<file path="src/rtl/mac_tx_pkg.sv">
// Shared types and constants for the MAC transmit framer.
package mac_tx_pkg;

  typedef enum logic [2:0] {
    IDLE,
    PREAMBLE,
    DATA,
    PAD,
    FCS,
    DROP,
    IFG
  } state_t;

  localparam logic [7:0]  PREAMBLE_BYTE = 8'h55;
  localparam logic [7:0]  SFD_BYTE      = 8'hD5;
  localparam logic [31:0] CRC_POLY      = 32'h04C11DB7;
  localparam logic [31:0] CRC_INIT      = 32'hFFFFFFFF;

endpackage

</file>
<file path="src/rtl/mac_lfsr.sv">
// Galois LFSR advancing DATA_WIDTH bits per valid beat; REVERSE=1 shifts LSB-first
// (reflected polynomial). init_i reloads LFSR_INIT synchronously.
module mac_lfsr #(
  parameter int unsigned              LFSR_WIDTH = 32,
  parameter logic [LFSR_WIDTH-1:0]    LFSR_POLY  = 32'h04C11DB7,
  parameter logic [LFSR_WIDTH-1:0]    LFSR_INIT  = '1,
  parameter bit                       REVERSE    = 1'b1,
  parameter int unsigned              DATA_WIDTH = 8
) (
  input  logic                  clk_i,
  input  logic                  rst_ni,
  input  logic                  init_i,
  input  logic                  data_valid_i,
  input  logic [DATA_WIDTH-1:0] data_i,
  output logic [LFSR_WIDTH-1:0] state_o
);

  function automatic logic [LFSR_WIDTH-1:0] bit_rev(input logic [LFSR_WIDTH-1:0] v);
    logic [LFSR_WIDTH-1:0] r;
    r = '0;
    for (int unsigned i = 0; i < LFSR_WIDTH; i++) r[i] = v[LFSR_WIDTH-1-i];
    return r;
  endfunction

  localparam logic [LFSR_WIDTH-1:0] POLY_REV = bit_rev(LFSR_POLY);

  logic [LFSR_WIDTH-1:0] lfsr_q, lfsr_d;
  logic                  fb;

  always_comb begin
    lfsr_d = lfsr_q;
    fb     = 1'b0;
    if (init_i) begin
      lfsr_d = LFSR_INIT;
    end else if (data_valid_i) begin
      for (int unsigned i = 0; i < DATA_WIDTH; i++) begin
        if (REVERSE) begin
          fb     = lfsr_d[0] ^ data_i[i];
          lfsr_d = lfsr_d >> 1;
          if (fb) lfsr_d = lfsr_d ^ POLY_REV;
        end else begin
          fb     = lfsr_d[LFSR_WIDTH-1] ^ data_i[DATA_WIDTH-1-i];
          lfsr_d = lfsr_d << 1;
          if (fb) lfsr_d = lfsr_d ^ LFSR_POLY;
        end
      end
    end
  end

  always_ff @(posedge clk_i or negedge rst_ni) begin
    if (!rst_ni) lfsr_q <= LFSR_INIT;
    else         lfsr_q <= lfsr_d;
  end

  assign state_o = lfsr_q;

endmodule

</file>
<file path="src/rtl/mac_tx_crc_insert.sv">
// Transmit MAC framer: preamble+SFD, payload, optional zero pad, CRC-32 FCS, IFG.
// Define MAC_TX_PAD_EN to pad short frames up to MIN_FRAME_LEN before the FCS.
module mac_tx_crc_insert
  import mac_tx_pkg::*;
#(
  parameter int unsigned PREAMBLE_LEN  = 7,
  parameter int unsigned MIN_FRAME_LEN = 60,
  parameter int unsigned IFG_LEN       = 12
) (
  input  logic       phy_tx_clk,
  input  logic       phy_tx_rst_n,
  input  logic [7:0] mac_tdata_in,
  input  logic       mac_tvalid_in,
  output logic       mac_tready_out,
  input  logic       mac_tlast_in,
  input  logic       mac_tuser_in,
  output logic [7:0] phy_txd_out,
  output logic       phy_tvalid_out,
  output logic       phy_terr_out
);

`ifdef MAC_TX_PAD_EN
  localparam bit PAD_EN = 1'b1;
`else
  localparam bit PAD_EN = 1'b0;
`endif

  localparam logic [7:0]  PRE_LAST = 8'(PREAMBLE_LEN);
  // The IDLE cycle taken before PREAMBLE completes the gap, so IFG itself runs one short.
  localparam logic [7:0]  IFG_LAST = 8'(IFG_LEN - 2);
  localparam logic [10:0] MIN_LEN  = 11'(MIN_FRAME_LEN);

  state_t      state_q;
  logic [7:0]  phase_q;
  logic [10:0] byte_cnt_q, byte_cnt_d;
  logic [7:0]  txd_q;
  logic        tvalid_q, terr_q;

  logic        crc_init, crc_valid;
  logic [7:0]  crc_data;
  logic [31:0] crc_state, fcs;
  logic        short_frame;

  assign byte_cnt_d  = (byte_cnt_q == '1) ? byte_cnt_q : byte_cnt_q + 11'd1;
  assign short_frame = byte_cnt_d < MIN_LEN;

  assign crc_init  = (state_q == IDLE) && mac_tvalid_in;
  assign crc_valid = ((state_q == DATA) && mac_tvalid_in) || (state_q == PAD);
  assign crc_data  = (state_q == PAD) ? '0 : mac_tdata_in;
  assign fcs       = ~crc_state;

  mac_lfsr #(
    .LFSR_WIDTH (32),
    .LFSR_POLY  (CRC_POLY),
    .LFSR_INIT  (CRC_INIT),
    .REVERSE    (1'b1),
    .DATA_WIDTH (8)
  ) u_crc (
    .clk_i        (phy_tx_clk),
    .rst_ni       (phy_tx_rst_n),
    .init_i       (crc_init),
    .data_valid_i (crc_valid),
    .data_i       (crc_data),
    .state_o      (crc_state)
  );

  always_ff @(posedge phy_tx_clk or negedge phy_tx_rst_n) begin
    if (!phy_tx_rst_n) begin
      state_q    <= IDLE;
      phase_q    <= '0;
      byte_cnt_q <= '0;
      txd_q      <= '0;
      tvalid_q   <= 1'b0;
      terr_q     <= 1'b0;
    end else begin
      txd_q    <= '0;
      tvalid_q <= 1'b0;
      terr_q   <= 1'b0;
      case (state_q)
        IDLE: begin
          byte_cnt_q <= '0;
          phase_q    <= '0;
          if (mac_tvalid_in) state_q <= PREAMBLE;
        end
        PREAMBLE: begin
          tvalid_q <= 1'b1;
          if (phase_q == PRE_LAST) begin
            txd_q   <= SFD_BYTE;
            phase_q <= '0;
            state_q <= DATA;
          end else begin
            txd_q   <= PREAMBLE_BYTE;
            phase_q <= phase_q + 8'd1;
          end
        end
        DATA: begin
          tvalid_q <= 1'b1;
          if (!mac_tvalid_in) begin
            terr_q  <= 1'b1;
            state_q <= DROP;
          end else begin
            txd_q      <= mac_tdata_in;
            terr_q     <= mac_tuser_in;
            byte_cnt_q <= byte_cnt_d;
            if (mac_tuser_in) begin
              state_q <= mac_tlast_in ? IFG : DROP;
            end else if (mac_tlast_in) begin
              state_q <= (PAD_EN && short_frame) ? PAD : FCS;
            end
          end
        end
`ifdef MAC_TX_PAD_EN
        PAD: begin
          tvalid_q   <= 1'b1;
          byte_cnt_q <= byte_cnt_d;
          if (!short_frame) state_q <= FCS;
        end
`endif
        FCS: begin
          tvalid_q <= 1'b1;
          txd_q    <= fcs[{phase_q[1:0], 3'b000} +: 8];
          if (phase_q == 8'd3) begin
            phase_q <= '0;
            state_q <= IFG;
          end else begin
            phase_q <= phase_q + 8'd1;
          end
        end
        DROP: begin
          if (mac_tvalid_in && mac_tlast_in) begin
            phase_q <= '0;
            state_q <= IFG;
          end
        end
        IFG: begin
          if (phase_q == IFG_LAST) begin
            phase_q <= '0;
            state_q <= IDLE;
          end else begin
            phase_q <= phase_q + 8'd1;
          end
        end
        default: state_q <= IDLE;
      endcase
    end
  end

  assign mac_tready_out = (state_q == DATA) || (state_q == DROP);
  assign phy_txd_out    = txd_q;
  assign phy_tvalid_out = tvalid_q;
  assign phy_terr_out   = terr_q;

endmodule

</file>
<file path="config.mk">
export PLATFORM = sky130hd
export DESIGN_NAME = mac_tx_crc_insert
export DESIGN_NICKNAME = d
export VERILOG_FILES = /design/src/rtl/mac_tx_pkg.sv /design/src/rtl/mac_lfsr.sv /design/src/rtl/mac_tx_crc_insert.sv
export SDC_FILE = /design/constraint.sdc
export NUM_CORES = 1
export LEC_CHECK = 0
export ABC_CLOCK_PERIOD_IN_PS = 3500
export CAP_MARGIN = 20
export CORE_ASPECT_RATIO = 0.75
export CORE_MARGIN = 2
export CORE_UTILIZATION = 64
export CTS_CLUSTER_DIAMETER = 200
export CTS_CLUSTER_SIZE = 24
export DETAILED_ROUTE_END_ITERATION = 10
export PLACE_DENSITY = 0.86
export SLEW_MARGIN = 5
export SYNTH_ARGS = -nofsm -noshare
export SYNTH_HDL_FRONTEND = slang
export SYNTH_SLANG_ARGS = --single-unit
</file>
<file path="constraint.sdc">
create_clock -name phy_tx_clk -period 3.5 [get_ports phy_tx_clk]
set_clock_uncertainty 0.1 [all_clocks]
set_input_delay 1.05 -clock phy_tx_clk [delete_from_list [all_inputs] [get_ports phy_tx_clk]]
set_output_delay 1.05 -clock phy_tx_clk [all_outputs]
set_load 0.02 [all_outputs]
</file>
==> results of run 1 <==
## state kept, by name (all words and copies together), names as in the netlist
signal	count
u_crc.state_o	32
phase_q	8
phy_txd_out	8
state_q	3
phy_terr_out	1
phy_tvalid_out	1
## synthesized netlist by cell type, drive strengths merged (4+ instances only)
master  instances  share of area
nand2          22          0.024
o21ai          17          0.025
dfstp          32           0.24
mux4            8          0.052
dfrtp          21           0.15
o22a            8          0.020
clkbuf         12          0.013
a31oi           6          0.011
nor2b           4         0.0072
nand2b         10          0.018
xor2           20          0.063
xnor2          32          0.083
nor2           47          0.051
buf             4         0.0090
inv             5         0.0054
xnor3          14          0.091
nand3           4         0.0058
a21oi          32          0.046
## cells in the final DEF, fill, tap and decap left out, types with 11 or more instances in the layout
cell	netlist	layout
a21oi_1	32	32
xor2_1	16	16
clkdlybuf4s50_1	0	22
buf_4	0	16
nand2_1	22	22
xnor3_1	13	13
dfrtp_1	21	21
nor2_1	47	46
o21ai_0	11	11
dfstp_2	32	32
xnor2_1	31	31
## metrics by stage
step / hold WS (ns) / std cells / total power, W / utilization
CTS: 0.414 / 432 / 0.00427 / 0.743
global placement: 0.387 / 424 / 0.00375 / 0.723
detailed placement: 0.398 / 424 / 0.00382 / 0.723
floorplan: 0.359 / 326 / 0.00318 / -
global route: 0.447 / 432 / 0.00454 / 0.743
finish: 0.414 / 432 / 0.00429 / 0.743
## layout make-up
class                      instances  area, µm²
multi-input combinational        252       2000
sequential                        53       1370
fill                             357       1360
timing repair buffer              39        345
tap                               75       93.8
clock buffer                       6       72.6
clock inverter                     2       35.0
inverter                           5       18.8
## routing by layer
metal	global-route usage	vias to the layer above
met5	0	-
met4	0.0933	0
met3	0.0685	10
met2	0.424	93
met1	0.398	1264
li1	-	1184
## logic make-up (layout without fill, tap and decap cells)
group / after synthesis / count (layout) / share of synthesized area
mux: 10 / 10 / 0.0578
buf+inv: 21 / 52 / 0.0275
fa+ha+maj: 2 / 2 / 0.00722
flops: 53 / 53 / 0.395
xor+xnor: 66 / 66 / 0.237
compound gates: 74 / 74 / 0.143
simple gates: 100 / 100 / 0.133
## worst max-delay path: stages (launching register included)
cell	delay (ns)
dfrtp_1	0.60
nand2b_1	0.32
mux2i_1	0.24
clkdlybuf4s50_1	0.64
## power by group through the flow
| stage | registers, W | clock network [W] | logic, W |
|---|---|---|---|
| 3_5_place_dp | 0.00114 | 0 | 0.00268 |
| 6_report | 0.00114 | 0.000417 | 0.00273 |
| 2_1_floorplan | 0.00110 | 0 | 0.00208 |
| 5_1_grt | 0.00117 | 0.000446 | 0.00293 |
| 4_1_cts | 0.00113 | 0.000422 | 0.00272 |
| 3_3_place_gp | 0.00113 | 0 | 0.00262 |
## how the worst max path moves through the flow
stage                                          endpoint  slack, ns  cells after the start
after floorplan           u_crc.state_o[19]$_DFFE_PN1P_       0.79                      6
after global placement    u_crc.state_o[19]$_DFFE_PN1P_       0.24                      6
after detailed placement  u_crc.state_o[19]$_DFFE_PN1P_       0.11                      6
after CTS                                mac_tready_out       0.25                      3
after global routing                     mac_tready_out       0.15                      3
final                                    mac_tready_out       0.24                      3
==> metrics, run 1 <==
status=finished clean; Post-CTS Setup Inserts=0; setup tns final=0 ns; syn_area_per_cell=10.6 µm²; P_sw=0.00173 W; Routed WL per cell=17.8 µm; # DRC=0; CTS tree=done; worst vdd ir=0.000601 V; Max transition margin=0.564; layout cells sized above 1=0.221; Combinational Power Share=0.637; drt via density=5.91; CTS Buffer Depth=2; Top Ports=24; via count=2551; Hold Path End=phase_q[4]$_DFFE_PN0P_; WL final=7.68 mm; Setup WS pre-CTS=0.109 ns; Pwr Density=1090 nW/µm²; clock root cell=clkbuf_8; Clk Latency, worst-skew pair=0.31 ns; RSZ-0062 raised after global routing=false; Post-DP Area=3830 µm²; Hold WC Path Type=reg2reg; WL met1=3.46 mm; # resized after CTS=0; Final Hold Fails=0; setup ws final=0.235 ns; min Tclk post-route=3.26 ns; Ys Warns=0; Slew Viols, Final=0; Setup crit start kind=register; Worst R2R Start=state_q[0]$_DFFE_PN0P_; hold-critical path depth=1; internal power=0.00255 W; die span in x=88.9 µm; Placer Congestion=0.913; Crit. Startpoint=state_q[2]$_DFFE_PN0P_; Post-synth ARST share=1.00; Initial DRT Pass Iterations=4; post-route antenna net violation count=0; Core Box Area=5300 µm²; TritonCTS Buffers=5; crit path max fanout=13; Syn Nets=341; Synth Flop Type=dfstp_2; clk sinks=53; Synth Instances=326; Die ar.=6020 µm²; Max Cap Viol=0; Reg2Reg Capture Point=u_crc.state_o[26]$_DFFE_PN1P_; first-pass GRT wire length=12.4 mm; Net Sw Frac=0.404; Core Rows=23; initial antenna violation count=0; EDFF count, synth=0; Flop pwr share=0.265; clock slew at reported path FFs=0.10 ns; Starting Density=0.654; hold path start=phase_q[4]$_DFFE_PN0P_; Setup CP Type=reg2out; leakage=1.62 nW; GRT Util Overall=0.280; max layer used=met4; H-tree depth=2; Register-to-Register Setup Slack=0.60 ns; Critical Path AT=2.11 ns; Yosys cell types=44; final net count=371; Setup-failing EPs final=0; fin crit share=0.933; die height=67.7 µm; Max Fclk=306 MHz; Critical Path End Type=output pin; register area share after synthesis=0.395; ANT cells=0; CP required=2.35 ns; Netlist Area Pre-Place=3460 µm²; Seq cells post-synth=53; met3 WL=613 µm; Slew @ Worst Pin=0.654 ns; pin count of the biggest net entering global routing=54; area grow syn2layout=13.7%; count of input and output buffers=23; clock share of power=0.097; Final HPWL DP=5.51 mm; vias in the first global route=2478; R2R depth=7; hold buffers post-CTS=0; drt initial violations=190; metal2 WL=3.50 mm; final instance area=3940 µm²; grt ovf=0
No activity file was read; power rests on OpenSTA's default activity.
==> run 2: changes to the inputs <==
--- a/constraint.sdc
+++ b/constraint.sdc
@@ -3,3 +3,3 @@
 set_input_delay 1.05 -clock phy_tx_clk [delete_from_list [all_inputs] [get_ports phy_tx_clk]]
 set_output_delay 1.05 -clock phy_tx_clk [all_outputs]
-set_load 0.02 [all_outputs]
+set_load 0.1 [all_outputs]
==> run 2 against run 1 <==
Via count is 3.3% higher. Die area stayed put. Worst setup slack better by 0.25 ns. Clock-buffer cell count is 1 higher. Register-to-register slack better by 0.13 ns. Cell area is 0.13% higher. Non-clock buffer count is 1 higher. Global-route usage is 1.4 points higher. Sequential power hardly changed. Clock power is 5% higher. Combinational power is 11% higher. Largest power group unchanged.
==> metrics, run 2 (synthesis gave the netlist of run 1 again) <==
status=finished clean; Pwr Density=1170 nW/µm² (+7.6%); Initial DRT Pass Iterations=5 (+1); final instance area=3940 µm² (+0.13%); final net count=372 (+0.27%); Final Hold Fails=0 (unchanged); Post-CTS Setup Inserts=0 (unchanged); commonest non-fill, non-tap cell in the layout=nor2_1; post-route antenna net violation count=0 (unchanged); hold path start=phase_q[5]$_DFFE_PN0P_; Max Cap Viol=0 (unchanged); CTS tree=done; setup ws final=0.486 ns (+0.251 ns); drt via density=6.08 (+3.0%); initial antenna violation count=0 (unchanged); Final HPWL DP=5.93 mm (+7.7%); # DRC=0 (unchanged); Hold Path End=phase_q[5]$_DFFE_PN0P_; Hold WC Path Type=reg2reg; vias in the first global route=2516 (+1.5%); Clk Latency, worst-skew pair=0.31 ns (about the same); count of input and output buffers=23 (unchanged); fin crit share=0.861 (-0.0718); CP required=2.35 ns (about the same); Max Fclk=332 MHz (+8.3%); CP top delay family=flip-flops; via count=2634 (+3.3%); hold-critical path depth=1 (unchanged); die span in x=88.9 µm (unchanged); Top Ports=24 (unchanged); pin count of the biggest net entering global routing=33 (-39%); Starting Density=0.654 (unchanged); max FFs per register=32 (unchanged); Reg2Reg Capture Point=u_crc.state_o[18]$_DFFE_PN1P_; Die ar.=6020 µm² (unchanged); Critical Path AT=1.86 ns (-0.25 ns); worst path bufs/invs=1 (unchanged); crit path cell chain=nand2b_1 > mux2i_2 > buf_12; drt initial violations=276 (+45%); Setup crit start kind=register; crit path max fanout=13 (unchanged); Setup CP Type=reg2out; leakage=1.65 nW (+2.0%); # resized after CTS=0 (unchanged); Max transition margin=0.552 (-0.0114); WL final=8.21 mm (+6.8%); Post-DP Area=3820 µm² (about the same); Critical Path End Type=output pin; hold buffers post-CTS=0 (unchanged); Register-to-Register Setup Slack=0.73 ns (+0.13 ns); Worst R2R Start=state_q[2]$_DFFE_PN0P_; most frequent cells in the layout=nor2_1 (46), a21oi_1 (32), dfstp_2 (32); clock slew at reported path FFs=0.09 ns (about the same); RSZ-0062 raised after global routing=false; die height=67.7 µm (unchanged); Slew Viols, Final=0 (unchanged); H-tree depth=2 (unchanged); area grow syn2layout=13.8%; Placer Congestion=0.890 (-2.4%); first-pass GRT wire length=12.9 mm (+3.6%); Setup-failing EPs final=0 (unchanged); Setup WS pre-CTS=0.212 ns (+0.102 ns); Slew @ Worst Pin=0.671 ns (+0.0171 ns); Core Box Area=5300 µm² (unchanged); grt ovf=0 (unchanged); Routed WL per cell=18.9 µm (+6.6%); clk sinks=53 (unchanged); worst vdd ir=0.000539 V (-10%); clock root cell=clkbuf_8; GRT Util Overall=0.294 (+0.0139); power after layout=0.00462 W (+7.8%); fill count=375 (+5.0%); TritonCTS Buffers=5 (unchanged); layout cells sized above 1=0.257 (+0.0357); Critical Path Slowest Stage Cell=dfrtp_1; setup tns final=0 ns (unchanged); Crit path largest cell delay=0.55 ns (-0.09 ns); min Tclk post-route=3.01 ns (-0.251 ns); CTS Buffer Depth=2 (unchanged); Core Rows=23 (unchanged); Min Hold Slack=0.413 ns (-0.00115 ns); ANT cells=0 (unchanged); R2R depth=6 (-1)
[run 2: cell count changes in the layout (fill, tap and decap cells not counted), sizes merged]
cell           delta
clkinv            -1
buf              +12
clkbuf            +1
clkdlybuf4s50    -11
[run 2: cell type report]
class                           count  area, µm²  area share
Multi-Input combinational cell    252       2010       0.510
Sequential cell                    53       1370       0.347
Timing Repair Buffer               40        338      0.0857
Tap cell                           75       93.8      0.0238
Clock buffer                        7       86.3      0.0219
Clock inverter                      1       30.0     0.00762
Inverter                            5       18.8     0.00476
[run 2: power by group]
part	internal, W	switching, W	leakage [nW]
combinational	0.00145	0.00157	0.977
sequential	0.000914	0.000250	0.616
clock	0.000233	0.000203	0.0585
total	0.00259	0.00203	1.65
[run 2: worst register-to-register path, cell delays in order (launching register included)]
cell and delay, ns:
dfrtp_1 0.55, nand2b_1 0.47, o221ai_4 0.44, xnor3_2 0.37, xor2_1 0.28, xnor3_1 0.35
a21oi_1 0.16
[run 2: how the worst max path moves through the flow]
| stage | start | end | slack [ns] | cells after the start |
|---|---|---|---|---|
| floorplan | state_q[2]$_DFFE_PN0P_ | mac_tready_out | 0.44 | 4 |
| global placement | mac_tdata_in[7] | u_crc.state_o[19]$_DFFE_PN1P_ | 0.25 | 6 |
| detailed placement | mac_tdata_in[0] | u_crc.state_o[18]$_DFFE_PN1P_ | 0.21 | 7 |
| CTS | state_q[2]$_DFFE_PN0P_ | mac_tready_out | 0.50 | 3 |
| global route | state_q[2]$_DFFE_PN0P_ | mac_tready_out | 0.42 | 3 |
| finish | state_q[2]$_DFFE_PN0P_ | mac_tready_out | 0.49 | 3 |
[run 2: metrics by stage]
stage	cells	utilization
after floorplan	326	-
after global placement	425	0.722
after detailed placement	425	0.722
after CTS	433	0.744
after global routing	433	0.744
final	433	0.744
[run 2: per-layer routing]
metal	vias to the layer above	routed length, µm	GRT usage
met1	1286	3430	0.409
met4	0	144	0.0951
met2	147	3830	0.450
met5	-	0	0
li1	1184	-	-
met3	17	801	0.0831
